**src/rtl/nn_pkg.sv**
```systemverilog
// Shared definitions for the binary-weight network stages: accumulator sizing,
// collector FSM state set and the activation bit encoding used by the next layer.
package nn_pkg;

  // Activation encoding, identical to the next binary layer's weight encoding.
  localparam logic ACT_POS = 1'b1;
  localparam logic ACT_NEG = 1'b0;

  typedef enum logic [2:0] {
    IDLE  = 3'd0,
    RUN   = 3'd1,
    SCAN  = 3'd2,
    OUT   = 3'd3,
    CLEAR = 3'd4
  } act_state_t;

  function automatic int acc_w(input int width);
    return 4 * width;
  endfunction

endpackage

```
**src/rtl/bias_sign_unit.sv**
```systemverilog
// Combinational bias add followed by sign activation. The sum is one bit wider than
// the accumulator so the most negative accumulator plus the most negative bias cannot wrap.
module bias_sign_unit
  import nn_pkg::*;
#(
  parameter int ACC_W  = 32,
  parameter int BIAS_W = 16
) (
  input  logic signed [ACC_W-1:0]  acc,
  input  logic signed [BIAS_W-1:0] bias,
  output logic                     act
);

  localparam logic signed [ACC_W:0] ZERO = '0;

  logic signed [ACC_W:0] sum;

  assign sum = (ACC_W+1)'(acc) + (ACC_W+1)'(bias);
  assign act = (sum >= ZERO) ? ACT_POS : ACT_NEG;

endmodule

```
**src/rtl/binary_activation_collector.sv**
```systemverilog
// Runs one layer pass of the binary input layer: enable neurons, wait for all done,
// serially bias/sign each accumulator into a packed vector, hand it off, clear neurons.
module binary_activation_collector
  import nn_pkg::*;
#(
  parameter int NUM_NEURONS = 32,
  parameter int WIDTH       = 8,
  parameter int BIAS_W      = 16,
  localparam int ACC_W      = acc_w(WIDTH)
) (
  input  logic                                clk,
  input  logic                                reset,
  input  logic                                start,
  input  logic [NUM_NEURONS-1:0][ACC_W-1:0]   neuron_out,
  input  logic [NUM_NEURONS-1:0]              neuron_done,
  input  logic [NUM_NEURONS-1:0][BIAS_W-1:0]  bias,
  output logic                                neuron_en,
  output logic                                neuron_rst,
  output logic [NUM_NEURONS-1:0]              act_out,
  output logic                                act_valid,
  input  logic                                act_ready,
  output logic                                busy
);

  localparam int IDX_W = (NUM_NEURONS > 1) ? $clog2(NUM_NEURONS) : 1;
  localparam logic [IDX_W-1:0] IDX_LAST = IDX_W'(NUM_NEURONS - 1);

  localparam logic [2:0] ST_IDLE  = IDLE;
  localparam logic [2:0] ST_RUN   = RUN;
  localparam logic [2:0] ST_SCAN  = SCAN;
  localparam logic [2:0] ST_OUT   = OUT;
  localparam logic [2:0] ST_CLEAR = CLEAR;

  logic [2:0]       state;
  logic [2:0]       state_nxt;
  logic [IDX_W-1:0] idx;
  logic             sign_bit;

  bias_sign_unit #(
    .ACC_W  (ACC_W),
    .BIAS_W (BIAS_W)
  ) u_bias_sign (
    .acc  (neuron_out[idx]),
    .bias (bias[idx]),
    .act  (sign_bit)
  );

  always_comb begin
    // NOTE: default assignment first so every path drives state_nxt and no latch is inferred.
    state_nxt = state;
    case (state)
      ST_IDLE:  if (start)          state_nxt = ST_RUN;
      ST_RUN:   if (&neuron_done)   state_nxt = ST_SCAN;
      ST_SCAN:  if (idx == IDX_LAST) state_nxt = ST_OUT;
      ST_OUT:   if (act_ready)      state_nxt = ST_CLEAR;
      ST_CLEAR:                     state_nxt = ST_IDLE;
      default:                      state_nxt = ST_IDLE;
    endcase
  end

  // NOTE: sequential state uses non-blocking assignments so all registers update together.
  always_ff @(posedge clk or negedge reset) begin
    if (!reset) begin
      state   <= ST_IDLE;
      idx     <= '0;
      // NOTE: the result vector is reset so an aborted pass leaves no partial vector behind.
      act_out <= '0;
    end else begin
      state <= state_nxt;
      if (state == ST_SCAN) begin
        act_out[idx] <= sign_bit;
        idx          <= (idx == IDX_LAST) ? '0 : idx + 1'b1;
      end else if (state == ST_RUN) begin
        idx <= '0;
      end
    end
  end

  // Neurons are held clear throughout reset as well as during the CLEAR cycle.
  assign neuron_rst = !reset || (state == ST_CLEAR);
  assign neuron_en  = (state == ST_RUN);
  assign act_valid  = (state == ST_OUT);
  assign busy       = (state != ST_IDLE);

endmodule

```
**config.mk**
```make
export PLATFORM = sky130hd
export DESIGN_NAME = binary_activation_collector
export DESIGN_NICKNAME = d
export VERILOG_FILES = /design/src/rtl/nn_pkg.sv /design/src/rtl/bias_sign_unit.sv /design/src/rtl/binary_activation_collector.sv
export SDC_FILE = /design/constraint.sdc
export NUM_CORES = 1
export LEC_CHECK = 0
export ABC_AREA = 1
export CORE_AREA = 4 4 621 623
export CTS_BUF_LIST = sky130_fd_sc_hd__clkbuf_8
export CTS_CLUSTER_DIAMETER = 150
export CTS_CLUSTER_SIZE = 40
export DETAILED_ROUTE_END_ITERATION = 16
export DIE_AREA = 0 0 625 627
export GPL_TIMING_DRIVEN = 0
export HOLD_SLACK_MARGIN = 0.15
export PLACE_DENSITY = 0.3
export SLEW_MARGIN = 20
export SYNTH_ARGS = -nofsm -noshare
export SYNTH_HDL_FRONTEND = slang
export SYNTH_SLANG_ARGS = --single-unit
```
**constraint.sdc**
```tcl
create_clock -name clk -period 8.6 [get_ports clk]
set_input_delay 1.29 -clock clk [delete_from_list [all_inputs] [get_ports clk]]
set_output_delay 1.29 -clock clk [all_outputs]
set_load 0.02 [all_outputs]
```
### Word level (Yosys, flattened, before mapping)

Cells that the tools add are included.

| storage, ports and cells | value |
|---|---|
| register bits | 40 |
| bits of input ports | 1572 |

| cells by class | value |
|---|---|
| add/sub/neg operators | 2 |
| $lt $le $gt $ge | 3 |
| equal/unequal tests | 9 |
| multiplexer cells | 16 |
| reduce and logical (&&, ||, !) cells | 8 |

Operators by type and width:

| kind | number |
|---|---|
| binary-select mux 32 bit (select 5 bit) | 1 |
| binary-select mux 16 bit (select 5 bit) | 1 |
| adder 32 x 16 -> 33 bit | 1 |
| greater-or-equal comparator 33 x 1 -> 1 bit (second input constant) | 1 |
| bitwise mux 32 bit | 1 |
| two-way mux 32 bit | 1 |
| AND reduction 32 bit | 1 |
| two-way mux 16 bit | 1 |
| two-way mux 5 bit | 3 |
| two-way mux 3 bit | 4 |
| one-hot mux 3 bit (4 select lines) | 1 |
| equality test 3 x 2 -> 1 bit (second input constant) | 2 |
| < comparator 5 x 6 -> 1 bit (second input constant) | 1 |
| adder 5 x 1 -> 5 bit (second input constant) | 1 |
| demux 1 bit (select 5 bit) | 1 |
| equality test 5 bit (second input constant) | 1 |
| greater-or-equal comparator 5 x 1 -> 1 bit (second input constant) | 1 |
| != test 2 x 1 -> 1 bit (second input constant) | 2 |
| != test 2 bit (second input constant) | 2 |
| AND reduction 4 bit | 1 |
| equality test 3 x 1 -> 1 bit (second input constant) | 1 |
| equality test 3 bit (second input constant) | 1 |
| zero test 3 bit | 1 |
| nonzero test 3 bit | 1 |
| 5 further kinds | 6 |

### Longest topological paths before layout

| logic depth | value |
|---|---|
| depth after elaboration | 6 |
| mapped depth | 27 |
| mapped depth without buffers | 22 |

### Modules after synthesis

From an unflattened synthesis, not the netlist that was laid out.

| unflattened totals | value |
|---|---|
| cells, all modules | 3995 |
| area total of the unflattened synthesis | 17525.6 µm² |

By module, submodules not included:

| module | times used | cells each | area an instance (µm²) | sequential area each (µm²) |
|---|---|---|---|---|
| binary_activation_collector | 1 | 3896 | 16833.6 | 1001.0 |
| bias_sign_unit | 1 | 99 | 691.9 | 0.0 |

### Worst setup path before layout

Ideal clock, no wire load.

| timing path | value |
|---|---|
| path kind | reg2reg |
| start | register idx[0] |
| end | register act_out[18] |
| setup time | 120 ps |
| data arrival time | 3849 ps |
| required time | 8480 ps |
| slack | 4631 ps |
| cell stages (with the launch flop) | 23 |
| path buffers | 7 |
| clock period less this slack | 3969 ps |
| cells stage by stage | dfrtp_1 -> buf_4 -> buf_4 -> buf_2 -> buf_2 -> buf_2 -> clkbuf_1 -> nor2_1 -> o22ai_1 -> a22o_1 -> a221oi_1 -> nand2_1 -> ha_1 -> nand4_1 -> nor4_1 -> inv_1 -> nor4_1 -> nand2_1 -> nand2_1 -> nand2_1 -> buf_4 -> nand3_1 -> nand2_1 |

| on the way | value |
|---|---|
| longest elaborated chain between the ends | 6 |
| elaborated cells between the ends (all ways) | 13 |

RTL lines:

| item | line | source |
|---|---|---|
| start, declared | binary_activation_collector.sv:36 | `logic [IDX_W-1:0] idx;` |
| start signal, assigned | binary_activation_collector.sv:72 | `idx <= (idx == IDX_LAST) ? '0 : idx + 1'b1;` |
| binary-select mux 32 bit (select 5 bit) or binary-select mux 16 bit (select 5 bit) (tied branches) | binary_activation_collector.sv:43, binary_activation_collector.sv:44 |  |
| two-way mux 32 bit (not written as such) or two-way mux 16 bit (tied branches) | binary_activation_collector.sv:43, binary_activation_collector.sv:44 |  |
| adder 32 x 16 -> 33 bit | bias_sign_unit.sv:18 | `assign sum = (ACC_W+1)'(acc) + (ACC_W+1)'(bias);` |
| greater-or-equal comparator 33 x 1 -> 1 bit | bias_sign_unit.sv:19 | `assign act = (sum >= ZERO) ? ACT_POS : ACT_NEG;` |
| two-way mux 1 bit | bias_sign_unit.sv:19 |  |
| bitwise mux 32 bit * | binary_activation_collector.sv:71 | `act_out[idx] <= sign_bit;` |
| end signal, assigned by index | binary_activation_collector.sv:71 |  |
| end, declared | binary_activation_collector.sv:19 | `output logic [NUM_NEURONS-1:0] act_out,` |

Every way passes the cells marked *; elsewhere a longest branch is shown, timed or not. The select of a mux whose other input is x is not followed.
A chain may end at the register's enable or synchronous reset.

### Worst setup path in the final report

| timing path | value |
|---|---|
| start | register idx[0] |
| end | register act_out[8] |

The elaborated chain is that of the path after synthesis.

==> impl_metrics.prom <==
# TYPE chip_impl_metric gauge
chip_impl_info{name="status",value="completed"} 1
chip_impl_metric{name="drt_pass1_iterations",unit=""} 6
chip_impl_metric{name="dieArea",unit="sq um"} 392000
chip_impl_info{name="worst_flop_to_flop_path_endpoint",value="act_out[8]$_DFFE_PN0P_"} 1
chip_impl_metric{name="clock_sinks",unit=""} 40
chip_impl_metric{name="post_synth_instance_area",unit="sq um"} 15200
chip_impl_metric{name="final_hold_viol_count",unit=""} 0
chip_impl_metric{name="dr_wl_met2",unit="microns"} 217000
chip_impl_info{name="rsz0062_at_grt",value="no"} 1
chip_impl_metric{name="synth_warnings",unit=""} 0
chip_impl_metric{name="synth.net_count",unit=""} 4531
chip_impl_metric{name="grt_max_degree",unit=""} 42
chip_impl_metric{name="ys_ff_latch",unit=""} 40
chip_impl_metric{name="core.rowCount",unit=""} 227
chip_impl_metric{name="maxCapViolCount",unit=""} 0
chip_impl_metric{name="detail_route.iter0.violations",unit=""} 3430
chip_impl_info{name="yosys.cell_count.top_type",value="sky130_fd_sc_hd__nor2_1"} 1
chip_impl_info{name="critical_path.startpoint_type",value="flip-flop"} 1
chip_impl_metric{name="drcViolationCount",unit=""} 0
chip_impl_metric{name="count_of_cell_types_in_the_netlist",unit=""} 28
chip_impl_metric{name="timing.hold.worst_path_depth",unit=""} 2
chip_impl_metric{name="min_period_over_period",unit="%"} 93.7
chip_impl_metric{name="period_needed",unit="ns"} 8.06
chip_impl_metric{name="area.growth.synth_to_final",unit="%"} 165
chip_impl_metric{name="async_flop_share",unit="%"} 100
chip_impl_metric{name="design.core.area",unit="sq um"} 381000
chip_impl_metric{name="layout_setup_ws",unit="ns"} 0.538
chip_impl_info{name="timing.rr.start",value="idx[0]$_DFFE_PN0N_"} 1
chip_impl_info{name="hp-class",value="reg -> reg"} 1
chip_impl_metric{name="io_pins",unit=""} 1608
chip_impl_metric{name="hpwl",unit="microns"} 389000
chip_impl_info{name="cp-end-kind",value="flip-flop"} 1
chip_impl_metric{name="dpl_cell_area",unit="sq um"} 40000
chip_impl_metric{name="clock_tree.buffer_depth",unit=""} 2
chip_impl_info{name="origin_of_the_worst_min_delay_path",value="act_out[7]$_DFFE_PN0P_"} 1
chip_impl_metric{name="grt_util_all_layers",unit="%"} 21.1
chip_impl_metric{name="achievable-frequency",unit="MHz"} 124
chip_impl_metric{name="globalRoute.totalOverflow",unit=""} 0
chip_impl_metric{name="worst_vdd_drop",unit="mV"} 0.133
chip_impl_metric{name="met3RoutedLength",unit="microns"} 32200
chip_impl_info{name="cts_tree",value="yes"} 1
chip_impl_metric{name="route.final.wire_length",unit="microns"} 434000
chip_impl_metric{name="worstRegToRegCells",unit=""} 21
chip_impl_metric{name="place.port_buffers",unit=""} 1607
chip_impl_metric{name="nNetsFinal",unit=""} 6248
chip_impl_info{name="synth.cells.most_frequent",value="sky130_fd_sc_hd__nor2_1, sky130_fd_sc_hd__o21ai_0, sky130_fd_sc_hd__o22ai_1"} 1
chip_impl_info{name="hold-path-endpoint",value="act_out[7]$_DFFE_PN0P_"} 1
chip_impl_metric{name="r2r_slack",unit="ns"} 0.54
chip_impl_metric{name="critical_path_required",unit="ns"} 8.86
chip_impl_metric{name="slew-limit-headroom",unit="%"} 12.5
chip_impl_info{name="worstPathCellList",value="inv_2, buf_2, buf_2, buf_2, clkbuf_2, buf_16, clkbuf_2, o21ai_0, o22ai_2, a221oi_2, nand2_2, ha_1, nand4_1, nor4_1, inv_1, nor4_1, nand2_1, nand3_1, buf_2, nand3_1, nand2_1"} 1
chip_impl_info{name="critical-path-slowest-cell",value="sky130_fd_sc_hd__buf_2"} 1
chip_impl_metric{name="number_of_enable_flip_flop_cells_after_synthesis",unit=""} 0
chip_impl_metric{name="filler_cell_count",unit=""} 44642
chip_impl_metric{name="switching_share",unit="%"} 72.5
chip_impl_metric{name="postCtsSetupBuffers",unit=""} 0
chip_impl_metric{name="clk_pin_slew_worst_paths",unit="ns"} 0.09
chip_impl_metric{name="die_height",unit="microns"} 627
chip_impl_metric{name="share_comb_of_total_power",unit="%"} 96.0
chip_impl_metric{name="total_switching_power",unit="mW"} 8.27
chip_impl_metric{name="timing.final.setup_violations",unit=""} 0
chip_impl_metric{name="internal_power",unit="mW"} 3.13
chip_impl_metric{name="clock-skew-final",unit="ns"} 0.00812
chip_impl_metric{name="arrival",unit="ns"} 8.32
chip_impl_metric{name="path_max_fanout",unit=""} 17
chip_impl_info{name="clock_tree.root_cell",value="sky130_fd_sc_hd__clkbuf_8"} 1
chip_impl_metric{name="initial_utilization",unit="%"} 3.99
chip_impl_info{name="path_class",value="reg -> reg"} 1
chip_impl_metric{name="placed_insts",unit=""} 9673
chip_impl_metric{name="finish.cell_count_without_fillers",unit=""} 9779
chip_impl_metric{name="synth_seq_area_share",unit="%"} 6.58
chip_impl_metric{name="post_cts_hold_buffer_count",unit=""} 0
chip_impl_metric{name="wl_met1",unit="microns"} 172000
chip_impl_info{name="synth.area.top_cells",value="sky130_fd_sc_hd__o21ai_0, sky130_fd_sc_hd__nor2_1, sky130_fd_sc_hd__o22ai_1"} 1
chip_impl_metric{name="max_slew.worst_pin.slew",unit="ns"} 1.31
chip_impl_metric{name="worst_skew_pair.late_latency",unit="ns"} 0.32
chip_impl_metric{name="detail-route-antenna-nets",unit=""} 0
chip_impl_info{name="synth_top_cell_by_area",value="sky130_fd_sc_hd__o21ai_0"} 1
chip_impl_metric{name="final_core_util",unit="%"} 10.6
chip_impl_metric{name="via_count_of_the_first_global_routing_pass",unit=""} 33680
chip_impl_metric{name="share_seq_of_total_power",unit="%"} 2.5
chip_impl_metric{name="h-tree-depth",unit=""} 2
chip_impl_metric{name="post-place-ws",unit="ns"} -1.01
chip_impl_metric{name="tritoncts.num_buffers",unit=""} 5
chip_impl_metric{name="routed-via-count",unit=""} 34385
chip_impl_metric{name="drive_above_1_share",unit="%"} 7.89
chip_impl_info{name="cp_top_family",value="buffers and inverters"} 1
chip_impl_metric{name="power_density",unit="nW/um^2"} 282
chip_impl_metric{name="wl_per_cell",unit="microns"} 44.4
chip_impl_metric{name="cts_resized",unit=""} 4
chip_impl_info{name="timing.critical_path.mode_cell",value="sky130_fd_sc_hd__buf_2"} 1
chip_impl_metric{name="layout.cell_area.non_filler",unit="sq um"} 40400
chip_impl_metric{name="power.clock.fraction",unit="%"} 1.5
chip_impl_metric{name="timing.critical_path.depth",unit=""} 21
chip_impl_metric{name="post-synth-top-area-fraction",unit="%"} 25.4
chip_impl_metric{name="gp_congestion",unit=""} 0.926
chip_impl_metric{name="die_x",unit="microns"} 625
chip_impl_metric{name="cpPeakStageDelay",unit="ns"} 0.75
chip_impl_metric{name="slew_violations",unit=""} 0
chip_impl_metric{name="critical_path_buf_inv_count",unit=""} 9
chip_impl_metric{name="leakage",unit="nW"} 13.5
chip_impl_metric{name="post_drt_via_cell_ratio",unit=""} 3.52
chip_impl_metric{name="grt_pass1_wl",unit="microns"} 506000
chip_impl_info{name="dr.max_layer_used",value="met5"} 1
chip_impl_metric{name="postSynthCellCount",unit=""} 2923
chip_impl_info{name="synth_ff_type",value="sky130_fd_sc_hd__dfrtp_1"} 1
chip_impl_metric{name="syn_avg_cell_area",unit="sq um"} 5.20
chip_impl_metric{name="initial_antenna_violation_count",unit=""} 311
cells in the final DEF (no fill, tap or decap), types with 2 or more instances in the layout:
| cell | n |
|---|---|
| sky130_fd_sc_hd__a22o_1 | 89 |
| sky130_fd_sc_hd__o21ai_1 | 4 |
| sky130_fd_sc_hd__nor3_4 | 3 |
| sky130_fd_sc_hd__nor2_1 | 781 |
| sky130_fd_sc_hd__nand4_1 | 13 |
| sky130_fd_sc_hd__o22ai_1 | 357 |
| sky130_fd_sc_hd__buf_12 | 25 |
| sky130_fd_sc_hd__buf_16 | 27 |
| sky130_fd_sc_hd__a211oi_1 | 2 |
| sky130_fd_sc_hd__ha_1 | 36 |
| sky130_fd_sc_hd__clkbuf_2 | 142 |
| sky130_fd_sc_hd__nor3_2 | 5 |
| sky130_fd_sc_hd__inv_1 | 79 |
| sky130_fd_sc_hd__o21ai_2 | 4 |
| sky130_fd_sc_hd__buf_4 | 30 |
| sky130_fd_sc_hd__nand3_1 | 58 |
| sky130_fd_sc_hd__diode_2 | 100 |
| sky130_fd_sc_hd__inv_2 | 5 |
| sky130_fd_sc_hd__o21ai_0 | 767 |
| sky130_fd_sc_hd__a221oi_1 | 55 |
| sky130_fd_sc_hd__buf_2 | 31 |
| sky130_fd_sc_hd__clkbuf_1 | 116 |
| sky130_fd_sc_hd__clkbuf_8 | 5 |
| sky130_fd_sc_hd__clkbuf_4 | 7 |
| sky130_fd_sc_hd__clkdlybuf4s50_1 | 1606 |
| sky130_fd_sc_hd__nor3_1 | 10 |
| sky130_fd_sc_hd__buf_8 | 10 |
| sky130_fd_sc_hd__a221oi_2 | 26 |
| sky130_fd_sc_hd__o221ai_1 | 3 |
| sky130_fd_sc_hd__dfrtp_1 | 40 |
| sky130_fd_sc_hd__buf_6 | 18 |
| sky130_fd_sc_hd__buf_1 | 4 |
| sky130_fd_sc_hd__nor4_1 | 3 |
| sky130_fd_sc_hd__a221oi_4 | 9 |
| sky130_fd_sc_hd__nor2_2 | 3 |
| sky130_fd_sc_hd__o22ai_2 | 13 |
| sky130_fd_sc_hd__a21oi_1 | 12 |
| sky130_fd_sc_hd__nand2_1 | 235 |
power groups by stage:
| stage | clock, mW | combinational (mW) | sequential (mW) |
|---|---|---|---|
| 6_report | 0.166 | 11.0 | 0.287 |
| 5_1_grt | 0.181 | 11.4 | 0.295 |
| 4_1_cts | 0.176 | 11.2 | 0.293 |
| 3_5_place_dp | 0 | 11.2 | 0.297 |
| 3_3_place_gp | 0 | 10.5 | 0.293 |
| 2_1_floorplan | 0 | 3.36 | 0.310 |
sequential cells by signal, summed over array words and instances (netlist names):
name	flops
act_out	32
state	3
idx	5
worst max-delay path by stage:
stage	start	end	slack, ns
final	idx[0]$_DFFE_PN0N_	act_out[8]$_DFFE_PN0P_	0.54
after detailed placement	idx[0]$_DFFE_PN0N_	act_out[8]$_DFFE_PN0P_	-1.01
after global routing	idx[0]$_DFFE_PN0N_	act_out[8]$_DFFE_PN0P_	0.08
after CTS	idx[0]$_DFFE_PN0N_	act_out[0]$_DFFE_PN0P_	0.14
after floorplan	idx[0]$_DFFE_PN0N_	act_out[18]$_DFFE_PN0P_	4.63
after global placement	idx[1]$_DFFE_PN0N_	act_out[8]$_DFFE_PN0P_	-3.08
cell families (layout without fill, tap and decap cells):
group / count (synthesis) / count (layout) / share of synthesized area, %
other cells: 0 / 100 / 0
buf+inv: 389 / 2107 / 9.99
flops: 40 / 40 / 6.58
fa+ha+maj: 36 / 36 / 2.96
simple gates: 1112 / 1112 / 28.5
compound gates: 1344 / 1344 / 51.8
xor+xnor: 2 / 2 / 0.115
per-layer routing:
layer | global-route usage (%) | vias up
met2 | 37.8 | 2422
met3 | 5.39 | 562
met1 | 24.9 | 17123
met5 | 0 | -
met4 | 4.55 | 144
li1 | - | 14134
through the flow:
step	hold slack, ns	power (mW)	setup TNS (ns)
finish	0.493	11.4	0
global route	0.526	11.9	0
CTS	0.495	11.7	0
detailed placement	0.472	11.5	-31.06
global placement	0.481	10.8	-96.80
floorplan	0.475	3.67	0
area by class of cell:
type	instances	area, sq um	area share (%)
repair buffers	1712	17900	44.2
multi-input cells	2494	13100	32.6
well taps	5038	6300	15.6
plain buffers	304	1410	3.49
flip-flops and latches	40	1000	2.48
inverters	83	312	0.771
diodes	100	250	0.620
clock buffers	5	68.8	0.170
clock inverters	3	38.8	0.0960
worst register-to-register path, delay by kind of cell (launching register included):
kind,cells,cell delay (ns)
DFF,1,0.55
buffers and inverters,9,3.85
adders and majority gates,1,0.31
AOI/OAI and AO/OA,3,0.99
and+or+nand+nor,8,2.30
No activity file was read; power rests on OpenSTA's default activity.
==> patch 1, RTL diff (same flow settings) <==
Set the parameter `WIDTH` to 6 (it was 8).
--- a/src/rtl/binary_activation_collector.sv
+++ b/src/rtl/binary_activation_collector.sv
@@ -4,7 +4,7 @@
   import nn_pkg::*;
 #(
   parameter int NUM_NEURONS = 32,
-  parameter int WIDTH       = 8,
+  parameter int WIDTH       = 6,
   parameter int BIAS_W      = 16,
   localparam int ACC_W      = acc_w(WIDTH)
 ) (
Interface: changed (resized neuron_out); port bits go from 1608 to 1352. No check against the original RTL was run, so the function may have changed too.
==> patch 1 against the original RTL <==
Final area decreased by 13%. Area after synthesis decreased by 11%. Global-route usage decreased by 4.9 points. Worst setup slack improved by 1200 ps. Via count decreased by 17%. Sequential power decreased by 2%. Total power decreased by 20%. Critical path depth decreased by 2. Sequential cell count unchanged. Core utilization decreased by 1.4 points. Wire length decreased by 23%. Critical endpoint unchanged.
==> patch 1: results (changes against the original RTL) <==
- The flow ran to the end, and the final reports show no timing, DRC or antenna violations.
* Iter 0 DRT Violations: 2308 (-33%)
- Total routing resource utilization after global routing: 0.162 (-0.0486)
* Fraction of the mapped netlist area in adder cells: 0.0274 (-0.00224)
* Cell accounting for the most synthesized area: sky130_fd_sc_hd__o21ai_0
* Setup WS pre-CTS: 1290 ps (+2300 ps)
* Path class of the lowest-slack min-delay path: register to register
- The worst setup slack for register-to-register paths is 1720 ps (+1180 ps).
- Transition at the pin with the smallest max-transition slack: 1150 ps (-167 ps)
* Synthesized netlist net count: 4139 (-8.7%)
- For this run, the leading register cell type out of synthesis is sky130_fd_sc_hd__dfrtp_1.
- Clock transition at the registers of the reported paths: 100 ps
- The clock latency at the later pin of the worst-skew pair came to 320 ps (about the same).
- Layout Nets: 5560 (-11%)
- The sequential share of the synthesized area is 0.0740 (+0.00817).
* Final instance count without filler cells: 9324 (-4.7%)
- The clock skew came to 11.7 ps (+3.54 ps).
- The first-pass GRT wire length is 394 mm (-22%).
- Path type of the worst setup path: register to register
- Leakage component of the power: 11.7 nW (-13%)
* Wire length per cell after detailed routing: 35.8 um (-19%)
- Number of buffers added on ports: 1351 (-16%)
- The buffers inserted during post-CTS setup optimization is 0 (unchanged).
- Synth area leaders: sky130_fd_sc_hd__o21ai_0 (25%), sky130_fd_sc_hd__nor2_1 (21%), sky130_fd_sc_hd__nand2_1 (15%), sky130_fd_sc_hd__o22ai_1 (14%), sky130_fd_sc_hd__dfrtp_1 (7.4%)
- Initial antenna violation count: 226 (-27%)
- CP Data Arrival Time: 7100 ps (-1220 ps)
- The instance area at placement came to 34800 um2 (-13%).
- The shortest clock period the worst path allows after layout was 6880 ps (-1180 ps).
- HPWL after DPL: 300 mm (-23%)
* Highest cell delay on the worst timing path: 800 ps (+50 ps)
- Average instance area after synthesis: 4.84 um2 (-6.9%)
* Number of synthesis warnings: 0 (unchanged)
* Post-synthesis cell type count: 25 (-11%)
- Synth Area in XOR/XNOR: 0.00129 (+0.000143)
- Hold_ws: 495 ps (+1.65 ps)
* Placer Congestion: 0.840 (-9.3%)
- The complex-gate fraction of the synthesized area is 0.401 (-0.118).
- The number of endpoints with negative hold slack in the final report was 0 (unchanged).
- The count of instances resized after the clock tree is built came to 0 (-4).
* Via count of the first global-routing pass: 28600 (-15%)
* Number of cells in the design after placement: 9245 (-4.4%)
- TritonRoute pass-1 iters: 6 (unchanged)
- In this run the critical register-to-register path is launched from idx[0].
- Maximum vdd ir drop: 0.000112 V (-16%)
* Deepest clock path buffer count: 2 (unchanged)
* Crit path max fanout: 12 (-5)
* Fraction of layout instances using a drive strength above 1: 0.0569 (-0.0219)
- By count the netlist is led by sky130_fd_sc_hd__nor2_1 (767), sky130_fd_sc_hd__o21ai_0 (666), sky130_fd_sc_hd__nand2_1 (525).
- The TritonCTS buffer count came to 5 (unchanged).
- The multiplexer share of the synthesized area is 0 (unchanged).
* Root buf cell: sky130_fd_sc_hd__clkbuf_8
- DR vias: 28500 (-17%)
- The largest net degree at the start of global routing came to 42 (unchanged).
* Register-to-Register Path Depth: 19 (-9.5%)
[patch 1: cell count changes after synthesis, sizes merged, moves of 17 or more]
cell | before | now
o21ai | 775 | 686
nand2 | 236 | 525
a221oi | 90 | 0
o22ai | 370 | 296
clkbuf | 265 | 201
a22o | 89 | 0
nor2 | 784 | 767
[patch 1: report_power, final]
part | internal [mW] | total (mW) | switching [mW]
clock network | 0.0864 | 0.177 | 0.0906
logic | 2.19 | 8.63 | 6.44
registers | 0.236 | 0.282 | 0.0461
total | 2.51 | 9.09 | 6.58
[patch 1: final cells by class]
cell class / count / area [um2]
antenna: 70 / 175
buffer: 255 / 1130
clock buffer: 5 / 68.8
clock inverter: 3 / 42.5
fill: 44900 / 346000
inverter: 67 / 251
multi-input combinational: 2432 / 11400
sequential: 40 / 1000
tap: 5038 / 6300
timing repair buffer: 1414 / 14700
[patch 1: layer usage]
metal,vias up,wire (um),global-route usage
li1,12500,-,-
met1,13900,131000,0.188
met2,1624,174000,0.304
met3,353,21400,0.0343
met4,84,7050,0.0279
met5,-,570,0
[patch 1: kinds of logic (layout without fill, tap and decap cells)]
logic type	Yosys count	count (layout)
and+or+nand+nor	1393	1393
AOI/OAI and AO/OA	1008	1008
buffers and inverters	322	1744
DFF	40	40
adders and majority gates	29	29
xor gates and xnor gates	2	2
other	0	70
[patch 1: how the worst min path moves through the flow]
stage	start	endpoint	depth (start not counted)
6_report	act_out[26]	act_out[26]	2
5_1_grt	act_out[26]	act_out[26]	2
4_1_cts	act_out[26]	act_out[26]	2
3_5_place_dp	act_out[26]	act_out[26]	2
3_3_place_gp	act_out[26]	act_out[26]	2
2_1_floorplan	state[0]	state[0]	2
[patch 1: metrics by stage]
| stage | TNS, ps | utilization | total power [mW] |
|---|---|---|---|
| 2_1_floorplan | 0 | - | 3.14 |
| 3_3_place_gp | -13580 | 0.0876 | 9.01 |
| 3_5_place_dp | 0 | 0.0914 | 9.39 |
| 4_1_cts | 0 | 0.0917 | 9.60 |
| 5_1_grt | 0 | 0.0919 | 9.77 |
| 6_report | 0 | 0.0922 | 9.09 |
[patch 1: critical path: cells and delay by family (launching register included)]
family	cells	cell delay, ps
buf+inv	5	2560
flops	1	710
simple gates	11	2340
fa+ha+maj	1	400
compound gates	2	690
==> patch 2, RTL diff (same settings) <==
Made on the original files. Make the reset (`reset`) synchronous in one clocked block.
--- a/src/rtl/binary_activation_collector.sv
+++ b/src/rtl/binary_activation_collector.sv
@@ -59,7 +59,7 @@
   end
 
   // NOTE: sequential state uses non-blocking assignments so all registers update together.
-  always_ff @(posedge clk or negedge reset) begin
+  always_ff @(posedge clk) begin
     if (!reset) begin
       state   <= ST_IDLE;
       idx     <= '0;
Formal check against the unedited RTL: differs if reset is asserted again (counterexample within 4 cycles, from zero or initial values and one cycle with reset low); with reset held inactive, the same outputs for 10 cycles.
==> patch 2 against the original RTL <==
Die area did not move. Largest power group unchanged. Wire length rose by 3.1%. Via count rose by 1.7%. Sequential share of layout area fell by 0.55 points. Total power fell by 30%. Final area rose by 2.8%. Critical path depth rose by 1. Combinational power fell by 31%. Count of clock-buffer cells in the layout did not move. Area after synthesis fell by 0.19%. Sequential cell count did not move. Worst setup slack got worse by 88 ps.
==> patch 2: results (changes against the original RTL) <==
- Status: completed
* Iter 0 DRT Violations: 3610 (+5.2%)
* Post-placement cell area: 41100 um2 (+2.8%)
- The number of vias per cell after detailed routing is 3.54 (+0.70%).
* Later-pin clock latency in the skew report: 350 ps (+30 ps)
- For hold timing, the worst endpoint is act_out[31].
- Crit path max fanout: 11 (-6)
- The sequential share of the synthesized area was 0.0527 (-0.0131).
* Slowest cell on crit path: sky130_fd_sc_hd__o22ai_1
- The cell count of the worst reg-to-reg path is 22 (+4.8%).
* Highest cell delay on the worst timing path: 900 ps (+150 ps)
* Layout Nets: 6341 (+1.5%)
- Leakage component of the power: 14.5 nW (+7.3%)
* Maximum number of pins on one net before global-route repair: 18 (-57%)
- The clock skew was 13.2 ps (+5.05 ps).
- The commonest cells after synthesis are sky130_fd_sc_hd__nor2_1 (849), sky130_fd_sc_hd__o21ai_0 (741), sky130_fd_sc_hd__o22ai_1 (368).
- The first-pass GRT wire length came to 519 mm (+2.6%).
- Fraction of the mapped netlist area in adder cells: 0.0297 (+0.0000561)
* Wire length per cell after detailed routing: 45.3 um (+2.1%)
- Placer Congestion: 0.874 (-5.7%)
- HPWL after DPL: 399 mm (+2.7%)
- Complex-gate fraction of the synthesized area: 0.512 (-0.00660)
- The switching power share of the total was 0.694 (-0.0310).
- Among all flip-flop cells after synthesis, the most frequent one is sky130_fd_sc_hd__dfxtp_1.
* Via count of the first global-routing pass: 33800 (+0.40%)
- The share of cells above drive strength 1 was 0.0887 (+0.00986).
- Worst Hold Launch: act_out[31]
- TritonRoute pass-1 iters: 5 (-1)
- In this run the worst setup path begins at idx[1].
- The share of flip-flops with an asynchronous set or reset was 0 (-1.00).
==> patch 2: metrics by stage <==
stage	setup WS [ps]	hold slack, ps	setup TNS, ps	instances
after floorplan	4730	520	0	2979
after global placement	-4280	544	-135280	9624
after detailed placement	-469	559	-13170	9764
after CTS	177	583	0	9772
after global routing	166	610	0	9788
final	450	579	0	9878
==> patch 2: area by class of cell <==
type	count	area (um2)
Timing Repair Buffer	1747	19200
Sequential cell	40	801
Antenna cell	106	265
Multi-Input combinational cell	2531	13000
Fill cell	44400	339000
Buffer	306	1480
Clock inverter	3	47.5
Tap cell	5038	6300
Inverter	102	383
Clock buffer	5	68.8
==> patch 2: per-layer routing <==
| metal | track usage | vias up | share of wire |
|---|---|---|---|
| met5 | 0 | - | 0.0022 |
| met3 | 0.0562 | 512 | 0.076 |
| met1 | 0.258 | 17500 | 0.40 |
| li1 | - | 14400 | - |
| met4 | 0.0320 | 148 | 0.018 |
| met2 | 0.396 | 2462 | 0.51 |
